## src/rtl/cpu_pkg.sv

```systemverilog
// Purpose: shared CPU constants and types for the EX-stage divide path.
// Latency: n/a (types and constants only).
// Backpressure: n/a.
package cpu_pkg;

    localparam int XLEN = 32;

    // Result the unsigned core produces for a zero divisor; passed to HI/LO
    // without sign correction.
    localparam logic [XLEN-1:0] DIV_ZERO_Q = 32'h0000_0000;
    localparam logic [XLEN-1:0] DIV_ZERO_R = 32'hFFFF_FFFF;

    typedef enum logic [1:0] {
        IDLE = 2'd0,
        CALC = 2'd1,
        DONE = 2'd2
    } div_state_t;

    // Two's-complement magnitude when neg is set. |0x80000000| stays
    // 0x80000000, which the unsigned core reads correctly as 2^31.
    function automatic logic [XLEN-1:0] mag_of(input logic neg, input logic [XLEN-1:0] v);
        return neg ? -v : v;
    endfunction

endpackage

```

## src/rtl/division.sv

```systemverilog
// Purpose: combinational unsigned restoring divider (quotient/remainder).
// Latency: purely combinational; callers hold inputs for a multicycle budget.
// Backpressure: none; outputs follow inputs.
//
// Ports:
//   i_dividend, i_divisor : unsigned operands
//   o_quotient, o_remainder : unsigned results; divisor 0 gives DIV_ZERO_Q/R
module division
    import cpu_pkg::*;
(
    input  logic [XLEN-1:0] i_dividend,
    input  logic [XLEN-1:0] i_divisor,
    output logic [XLEN-1:0] o_quotient,
    output logic [XLEN-1:0] o_remainder
);

    logic [XLEN:0]   w_rem;
    logic [XLEN-1:0] w_quo;

    // One extra remainder bit so the shifted partial remainder never
    // overflows before the compare against the divisor.
    always_comb begin
        w_rem = '0;
        w_quo = '0;
        for (int i = XLEN - 1; i >= 0; i--) begin
            w_rem = {w_rem[XLEN-1:0], i_dividend[i]};
            if (w_rem >= {1'b0, i_divisor}) begin
                w_rem    = w_rem - {1'b0, i_divisor};
                w_quo[i] = 1'b1;
            end
        end
    end

    always_comb begin
        if (i_divisor == '0) begin
            o_quotient  = DIV_ZERO_Q;
            o_remainder = DIV_ZERO_R;
        end else begin
            o_quotient  = w_quo;
            o_remainder = w_rem[XLEN-1:0];
        end
    end

endmodule

```

## src/rtl/div_unit.sv

```systemverilog
// Purpose: EX-stage DIV/DIVU controller; latches magnitudes, drives the core, sign-fixes results.
// Latency: start at edge k -> results registered at edge k+LATENCY, done high the following cycle.
// Backpressure: stall held while a start is being accepted and throughout CALC; flush aborts.
//
// Ports:
//   clk, rst_n          : clock (rising edge), async active-low reset
//   start, is_signed    : divide request (sampled in IDLE/DONE); 1 = DIV, 0 = DIVU
//   dividend, divisor   : 32-bit operands
//   flush               : aborts any operation, wins over start and over capture
//   stall               : combinational pipeline stall request
//   busy, done          : registered; busy in CALC, done one-cycle pulse after capture
//   quotient, remainder : LO/HI results, held between operations
//   div_zero            : registered with done; latched divisor was zero
module div_unit
    import cpu_pkg::*;
#(
    parameter int LATENCY = 4,   // cycles held in CALC, >= 1
    parameter int CNT_W   = 3    // 2**CNT_W must exceed LATENCY
) (
    input  logic            clk,
    input  logic            rst_n,
    input  logic            start,
    input  logic            is_signed,
    input  logic [XLEN-1:0] dividend,
    input  logic [XLEN-1:0] divisor,
    input  logic            flush,
    output logic            stall,
    output logic            busy,
    output logic            done,
    output logic [XLEN-1:0] quotient,
    output logic [XLEN-1:0] remainder,
    output logic            div_zero
);

    div_state_t      r_state;
    div_state_t      w_next_state;
    logic [CNT_W-1:0] r_cnt;
    logic [XLEN-1:0] r_dvd_mag;
    logic [XLEN-1:0] r_dvs_mag;
    logic            r_sign_q;
    logic            r_sign_r;
    logic [XLEN-1:0] r_quotient;
    logic [XLEN-1:0] r_remainder;
    logic            r_done;
    logic            r_busy;
    logic            r_div_zero;

    logic            w_latch;
    logic            w_capture;
    logic            w_dec;
    logic            w_stall;
    logic            w_dvs_zero;
    logic [XLEN-1:0] w_core_q;
    logic [XLEN-1:0] w_core_r;

    division u_division (
        .i_dividend  (r_dvd_mag),
        .i_divisor   (r_dvs_mag),
        .o_quotient  (w_core_q),
        .o_remainder (w_core_r)
    );

    // Magnitude is zero only when the original divisor was zero.
    assign w_dvs_zero = (r_dvs_mag == '0);

    always_ff @(posedge clk or negedge rst_n) begin
        if (!rst_n) begin
            r_state <= IDLE;
        end else begin
            r_state <= w_next_state;
        end
    end

    always_comb begin
        w_next_state = r_state;
        w_latch      = 1'b0;
        w_capture    = 1'b0;
        w_dec        = 1'b0;
        w_stall      = 1'b0;
        case (r_state)
            IDLE: begin
                if (start && !flush) begin
                    w_next_state = CALC;
                    w_latch      = 1'b1;
                    w_stall      = 1'b1;
                end
            end
            CALC: begin
                w_stall = 1'b1;
                // Flush is checked first so it also beats a same-cycle capture.
                if (flush) begin
                    w_next_state = IDLE;
                end else if (r_cnt != '0) begin
                    w_dec = 1'b1;
                end else begin
                    w_capture    = 1'b1;
                    w_next_state = DONE;
                end
            end
            DONE: begin
                if (start && !flush) begin
                    w_next_state = CALC;
                    w_latch      = 1'b1;
                    w_stall      = 1'b1;
                end else begin
                    w_next_state = IDLE;
                end
            end
            default: begin
                w_next_state = IDLE;
            end
        endcase
    end

    always_ff @(posedge clk or negedge rst_n) begin
        if (!rst_n) begin
            r_cnt     <= '0;
            r_dvd_mag <= '0;
            r_dvs_mag <= '0;
            r_sign_q  <= 1'b0;
            r_sign_r  <= 1'b0;
        end else begin
            if (w_latch) begin
                r_cnt     <= CNT_W'(LATENCY - 1);
                r_dvd_mag <= mag_of(is_signed & dividend[XLEN-1], dividend);
                r_dvs_mag <= mag_of(is_signed & divisor[XLEN-1], divisor);
                r_sign_q  <= is_signed & (dividend[XLEN-1] ^ divisor[XLEN-1]);
                r_sign_r  <= is_signed & dividend[XLEN-1];
            end else if (w_dec) begin
                r_cnt <= r_cnt - CNT_W'(1);
            end
        end
    end

    always_ff @(posedge clk or negedge rst_n) begin
        if (!rst_n) begin
            r_quotient  <= '0;
            r_remainder <= '0;
            r_div_zero  <= 1'b0;
            r_done      <= 1'b0;
            r_busy      <= 1'b0;
        end else begin
            r_done <= w_capture;
            r_busy <= (w_next_state == CALC);
            if (w_capture) begin
                r_div_zero <= w_dvs_zero;
                // Divide-by-zero result bypasses sign correction.
                if (w_dvs_zero) begin
                    r_quotient  <= w_core_q;
                    r_remainder <= w_core_r;
                end else begin
                    r_quotient  <= r_sign_q ? -w_core_q : w_core_q;
                    r_remainder <= r_sign_r ? -w_core_r : w_core_r;
                end
            end
        end
    end

    assign stall     = w_stall;
    assign busy      = r_busy;
    assign done      = r_done;
    assign quotient  = r_quotient;
    assign remainder = r_remainder;
    assign div_zero  = r_div_zero;

endmodule

```

## config.mk

```make
export PLATFORM = sky130hd
export DESIGN_NAME = div_unit
export DESIGN_NICKNAME = d
export VERILOG_FILES = /design/src/rtl/cpu_pkg.sv /design/src/rtl/division.sv /design/src/rtl/div_unit.sv
export SDC_FILE = /design/constraint.sdc
export NUM_CORES = 2
export LEC_CHECK = 0
export BUFFER_PORTS_ARGS = -buffer_cell sky130_fd_sc_hd__buf_2
export CAP_MARGIN = 0
export CORE_MARGIN = 4
export CORE_UTILIZATION = 30
export CTS_CLUSTER_SIZE = 10
export DETAILED_ROUTE_END_ITERATION = 8
export REMOVE_ABC_BUFFERS = 1
export SYNTH_ARGS = -nofsm -noshare
export SYNTH_HDL_FRONTEND = slang
export SYNTH_SLANG_ARGS = --single-unit
```

## constraint.sdc

```tcl
create_clock -name clk -period 310.4 [get_ports clk]
set_input_delay 15.52 -clock clk [delete_from_list [all_inputs] [get_ports clk]]
set_output_delay 15.52 -clock clk [all_outputs]
set_load 0.01 [all_outputs]
```

; ---- Word-level counts from Yosys, hierarchy flattened
; Cells that the tools add are included.
; Widths: inputs -> output; s select.
[classes]
order_cmp = 32
muxes = 88
div_mod_pow = 0
n_mul = 0
n_bitwise = 4
addsub = 37
n_reduce_logical = 7
shift = 0
eq_ne = 3
[op_table]
columns = operator, n
row1 = $mux 32, 40
row2 = $ge 33x32->1, 31
row3 = $sub 32x32->32, 31
row4 = $neg 32->32, 4
row5 = $mux 1, 41
row6 = $ge 1x32->1, 1
row7 = $logic_not 32->1, 1
row8 = $sub 1x32->32, 1
row9 = $mux 2, 3
row10 = $mux 3, 2
row11 = $pmux 2 s3, 1
row12 = $eq 2x1->1 const B, 2
row13 = $and 1x1->1, 3
row14 = $reduce_bool 3->1, 1
row15 = $sub 3x1->3 const B, 1
row16 = $eq 2x2->1 const B, 1
row17 = $logic_not 2->1, 1
row18 = $pmux 1 s2, 1
row19 = $reduce_bool 2->1, 1
row20 = $reduce_or 2->1, 1
row21 = $logic_and 1x1->1, 1
row22 = $logic_not 1->1, 1
row23 = $xor 1x1->1, 1
[totals]
memories = 0
reg_bits = 138
ramBits = 0
mem_bits_ro = 0
elab_cells = 182
latchBits = 0

; ---- Depth between registers and ports, before layout
[logic_depth]
word_depth = 68
ltp_mapped = 841

; ---- Hierarchy
; From an unflattened synthesis, not the netlist that was laid out.
[unflattened]
hier_cells = 9641
hier_area_um2 = 68983.7
[by_module_without_submodules]
columns = module, seq_area_each_um2, area_each_um2, cells_per_inst, instances
row1 = division, 0.0, 60568.1, 8674, 1
row2 = div_unit, 3453.3, 8415.6, 967, 1

; ---- Least setup slack after synthesis
; Ideal clock, no wire load.
[synth_path]
kind = register to register
from = register r_dvs_mag[1]
to = register r_remainder[30] (netlist: remainder[30])
setup_time_ns = 0.120
path_stages_with_launch = 816
t_arrival_ns = 151.875
synth_period_minus_slack_ns = 151.994
setup_slack_ns = 158.406
required_ns = 310.280
cell_sequence = dfrtp_1 -> inv_1 -> ha_1 -> inv_1 -> a211oi_4 -> nand3_2 -> clkbuf_1 -> clkbuf_1 -> nor2_1 -> ha_1 -> and3_1 -> nand3_1 -> nor3b_1 -> and3_1 -> or3_1 -> a21oi_2 -> clkbuf_1 -> clkbuf_1 -> [... 780 more ...] -> nand2b_1 -> a2111oi_2 -> a21oi_1 -> nand2_1 -> buf_2 -> buf_1 -> clkbuf_1 -> nor2_1 -> a211oi_1 -> ha_1 -> and2_1 -> nand3_1 -> nor4_1 -> a41oi_1 -> nor3b_1 -> nand3b_1 -> or4_1 -> and3_1
[synth_between]
elab_chain_cells = 68
word_cells_on_any_way = 101
cone_classes = add/sub (33) / order compare (32) / mux (35) / reduce/logical (1)
[synth_rtl]
columns = element, line
row1 = start: declaration, div_unit.sv:39  ; logic [XLEN-1:0] r_dvs_mag;
row2 = start signal: assignment, div_unit.sv:126  ; r_dvs_mag <= mag_of(is_signed & divisor[XLEN-1], divisor);
row3 = $sub 1x32->32 / $ge 1x32->1 (equally long branches), "division.sv:28, division.sv:27"
row4 = $mux 32, division.sv:27  ; if (w_rem >= {1'b0, i_divisor}) begin
row5 = $sub 32x32->32 / $ge 33x32->1 (equally long branches), "division.sv:28, division.sv:27"
row6 = $mux 32, division.sv:27
row7 = $sub 32x32->32 / $ge 33x32->1 (equally long branches), "division.sv:28, division.sv:27"
row8 = $mux 32, division.sv:27
row9 = $sub 32x32->32 / $ge 33x32->1 (equally long branches), "division.sv:28, division.sv:27"
row10 = $mux 32, division.sv:27
row11 = [... 52 more ...], --
row12 = $sub 32x32->32 / $ge 33x32->1 (equally long branches), "division.sv:28, division.sv:27"
row13 = $mux 32, division.sv:27
row14 = $ge 33x32->1 / $sub 32x32->32 (equally long branches), "division.sv:27, division.sv:28"
row15 = $mux 32, division.sv:27
row16 = $mux 32, division.sv:35  ; if (i_divisor == '0) begin
row17 = $neg 32->32, div_unit.sv:153  ; r_remainder <= r_sign_r ? -w_core_r : w_core_r;
row18 = $mux 32, div_unit.sv:153
row19 = $mux 32 *, div_unit.sv:148  ; if (w_dvs_zero) begin
row20 = end signal: assignment, div_unit.sv:150  ; r_remainder <= w_core_r;
row21 = end signal: assignment, div_unit.sv:153
row22 = end: declaration, div_unit.sv:43  ; logic [XLEN-1:0] r_remainder;
; Every way passes the cells marked *; elsewhere a longest branch is shown, timed or not.
; A chain may end at the register's enable or synchronous reset.

==> results.json <==
{
  "dr_total_vias": 75284,
  "grt_first_pass_wirelength_um": 425000,
  "finClkSkew_ns": 0.0252,
  "slowest_stage": "a2111oi_0",
  "crit_type": "flop to flop",
  "port_buffers": 136,
  "ys_types": 125,
  "placed_cells": 12943,
  "area_growth_pct": 7.29,
  "arrival_ns": 172.02,
  "coreArea_mm2": 0.228,
  "path_clk_slew_ns": 0.08,
  "fin_cells": 12981,
  "fmax_mhz": 5.83,
  "cts_root_buf": "clkbuf_16",
  "nFillCells": 24674,
  "clk_latency_ns": 0.56,
  "finalWorstSetupSlack_ns": 138.79,
  "min_period_over_period_pct": 55.3,
  "syn_inst": 9940,
  "grt_usage_pct": 22.9,
  "wirelength_um": 286000,
  "numCtsBuffers": 17,
  "finalHoldViolations": 0,
  "synth_area_leaders": "ha_1 (18%), mux2_2 (7.9%), o21ai_0 (6.2%)",
  "drt_iter0_drc": 8167,
  "syn_area_mm2": 0.0689,
  "synth_warnings": 0,
  "first_pass_iters": 6,
  "worstMarginPinSlew_ns": 1.36,
  "synth_top_family_by_area": "compound AO/OA/AOI/OAI gates",
  "final_core_utilization_pct": 32.5,
  "ctsHoldBuffers": 0,
  "clk_path_buf_depth": 2,
  "rsz0062_at_grt": "false",
  "cts_resized": 0,
  "required_ns": 310.81,
  "vias_per_cell": 5.80,
  "netlist.area_leader.share_pct": 18.1,
  "grt_pass1_vias": 68307,
  "cts_sinks": 138,
  "relSlewSlack_pct": 7.31,
  "drv_slew": 0,
  "overflow": 0,
  "die_w_um": 487,
  "fp.dieH_um": 487,
  "muxShareOfSynthArea_pct": 11.0,
  "crit_path_frequent_cell": "o21ai_0",
  "place.gp.congestion": 1.01,
  "drv_cap": 0,
  "drive_gt1_share_pct": 9.82,
  "antenna_found_initial": 16,
  "pre_cts_slack_ns": 143.96,
  "ant_nets": 0,
  "initial_core_util_pct": 30.2,
  "synth-xor-area-share_pct": 8.38,
  "yosysSeqAreaShare_pct": 5.01,
  "avgSynthCellArea_um2": 6.94,
  "path_max_fanout": 69,
  "hp-class": "flop to flop",
  "die_area_mm2": 0.238,
  "synth_top_flop_cell": "dfrtp_1",
  "synth_adder_area_share_pct": 19.0,
  "startpoint_type": "flop",
  "final-setup-viol-count": 0,
  "h-tree-depth": 4,
  "nets": 11052,
  "ys_async_sr_fraction_pct": 100,
  "synth_edf_count": 0,
  "synth_top_cell_by_area": "ha_1",
  "tns_ns": 0,
  "status": "completed",
  "dp_hpwl_um": 225000,
  "yosys_register_bits": 138,
  "rows": 175,
  "synth-compound-area-share_pct": 27.7,
  "fin_crit_ns": 171.61,
  "cp-end-kind": "flop",
  "drc": 0,
  "io_pins": 137,
  "tritoncts": "built",
  "wl_per_cell_um": 22.0,
  "post_cts_buffers": 0,
  "grt_max_degree": 79,
  "max_stage_delay_ns": 1.19,
  "synth-simple-area-share_pct": 23.4
}
-- layout by cell type, fill, tap and decap left out, types with 101 or more instances in the layout --
master / synthesis / final
mux2i_1: 188 / 184
nor2_1: 1051 / 1046
a31oi_1: 110 / 110
a21oi_1: 658 / 657
o21ai_0: 849 / 848
xnor2_1: 388 / 388
nand3_1: 182 / 182
o21a_1: 101 / 101
nor2b_1: 137 / 136
a21o_1: 270 / 270
a21boi_0: 306 / 306
nand4_1: 193 / 193
buf_4: 3 / 122
nor3_1: 167 / 166
ha_1: 999 / 999
xor2_1: 272 / 272
mux2_2: 481 / 481
nand2b_1: 120 / 119
dfrtp_1: 138 / 136
buf_2: 39 / 135
inv_1: 705 / 674
nand2_1: 1122 / 1120
-- logic make-up after synthesis --
logic type | after synthesis
and+or+nand+nor | 3471
AOI/OAI and AO/OA | 2972
adders and majority gates | 1030
buffers and inverters | 973
muxes | 696
xor gates and xnor gates | 660
DFF | 138
-- final timing paths --
| path | cells past startpoint | slack [ns] | from | to |
|---|---|---|---|---|
| worst max register to register | 760 | 138.79 | r_dvs_mag[1] | quotient[30] |
| max in group asynchronous | 2 | 293.80 | rst_n | r_dvs_mag[1] |
| worst max-delay path | 913 | 138.79 | r_dvs_mag[1] | quotient[30] |
| min in group asynchronous | 1 | 15.05 | rst_n | remainder[5] |
| worst min-delay path | 2 | 0.48 | quotient[10] | quotient[10] |
| worst min register to register | 2 | 0.48 | quotient[10] | quotient[10] |
-- cell type report --
type	instances	area [µm²]	area share (%)
clock buffers	17	425	0.575
flip-flops and latches	138	3460	4.68
repair buffers	258	1610	2.17
multi-input cells	8829	61900	83.7
well taps	3009	3760	5.09
inverters	709	2660	3.60
clock inverters	15	133	0.179
diodes	6	15.0	0.0203
-- critical path, delay by kind of cell (launching register included) --
family / cells / cell delay [ns]
AOI/OAI and AO/OA: 711 / 150.04
and+or+nand+nor: 110 / 23.27
DFF: 1 / 0.61
xor gates and xnor gates: 2 / 0.55
muxes: 13 / 6.35
adders and majority gates: 37 / 11.56
buffers and inverters: 40 / 9.26
-- layer usage --
metal	track usage (%)	wire length, µm	share of wire [%]	vias to the layer above
met5	0	13	0.0045	-
met4	9.72	14500	5.1	2
met3	3.39	24400	8.5	629
met2	36.1	122000	43	3297
met1	31.0	125000	44	35141
li1	-	-	-	36215
-- stage by stage --
stage	cell area, µm²	hold slack [ns]
final	74000	0.480
after global routing	74000	0.511
after CTS	74000	0.487
after detailed placement	73400	0.470
after global placement	73400	0.464
after floorplan	67900	0.450
-- registers in the layout, indices dropped and copies added (netlist names) --
| name | flops |
|---|---|
| r_state | 2 |
| r_sign_q | 1 |
| div_zero | 1 |
| busy | 1 |
| r_cnt | 3 |
| r_sign_r | 1 |
| done | 1 |
| r_dvs_mag | 32 |
| remainder | 32 |
| r_dvd_mag | 32 |
| quotient | 32 |
-- synth_stat cells, drive strengths merged, types with 183 or more instances --
cell type / number
a21boi: 310
a21o: 271
a21oi: 663
clkbuf: 184
ha: 999
inv: 707
mux2: 507
mux2i: 189
nand2: 1124
nand3: 183
nand4: 193
nor2: 1052
o21ai: 875
xnor2: 388
xor2: 272
Power is left out: the tool's default activity adds up to more than one toggle a clock period on the data nets, which glitch-free logic cannot reach.
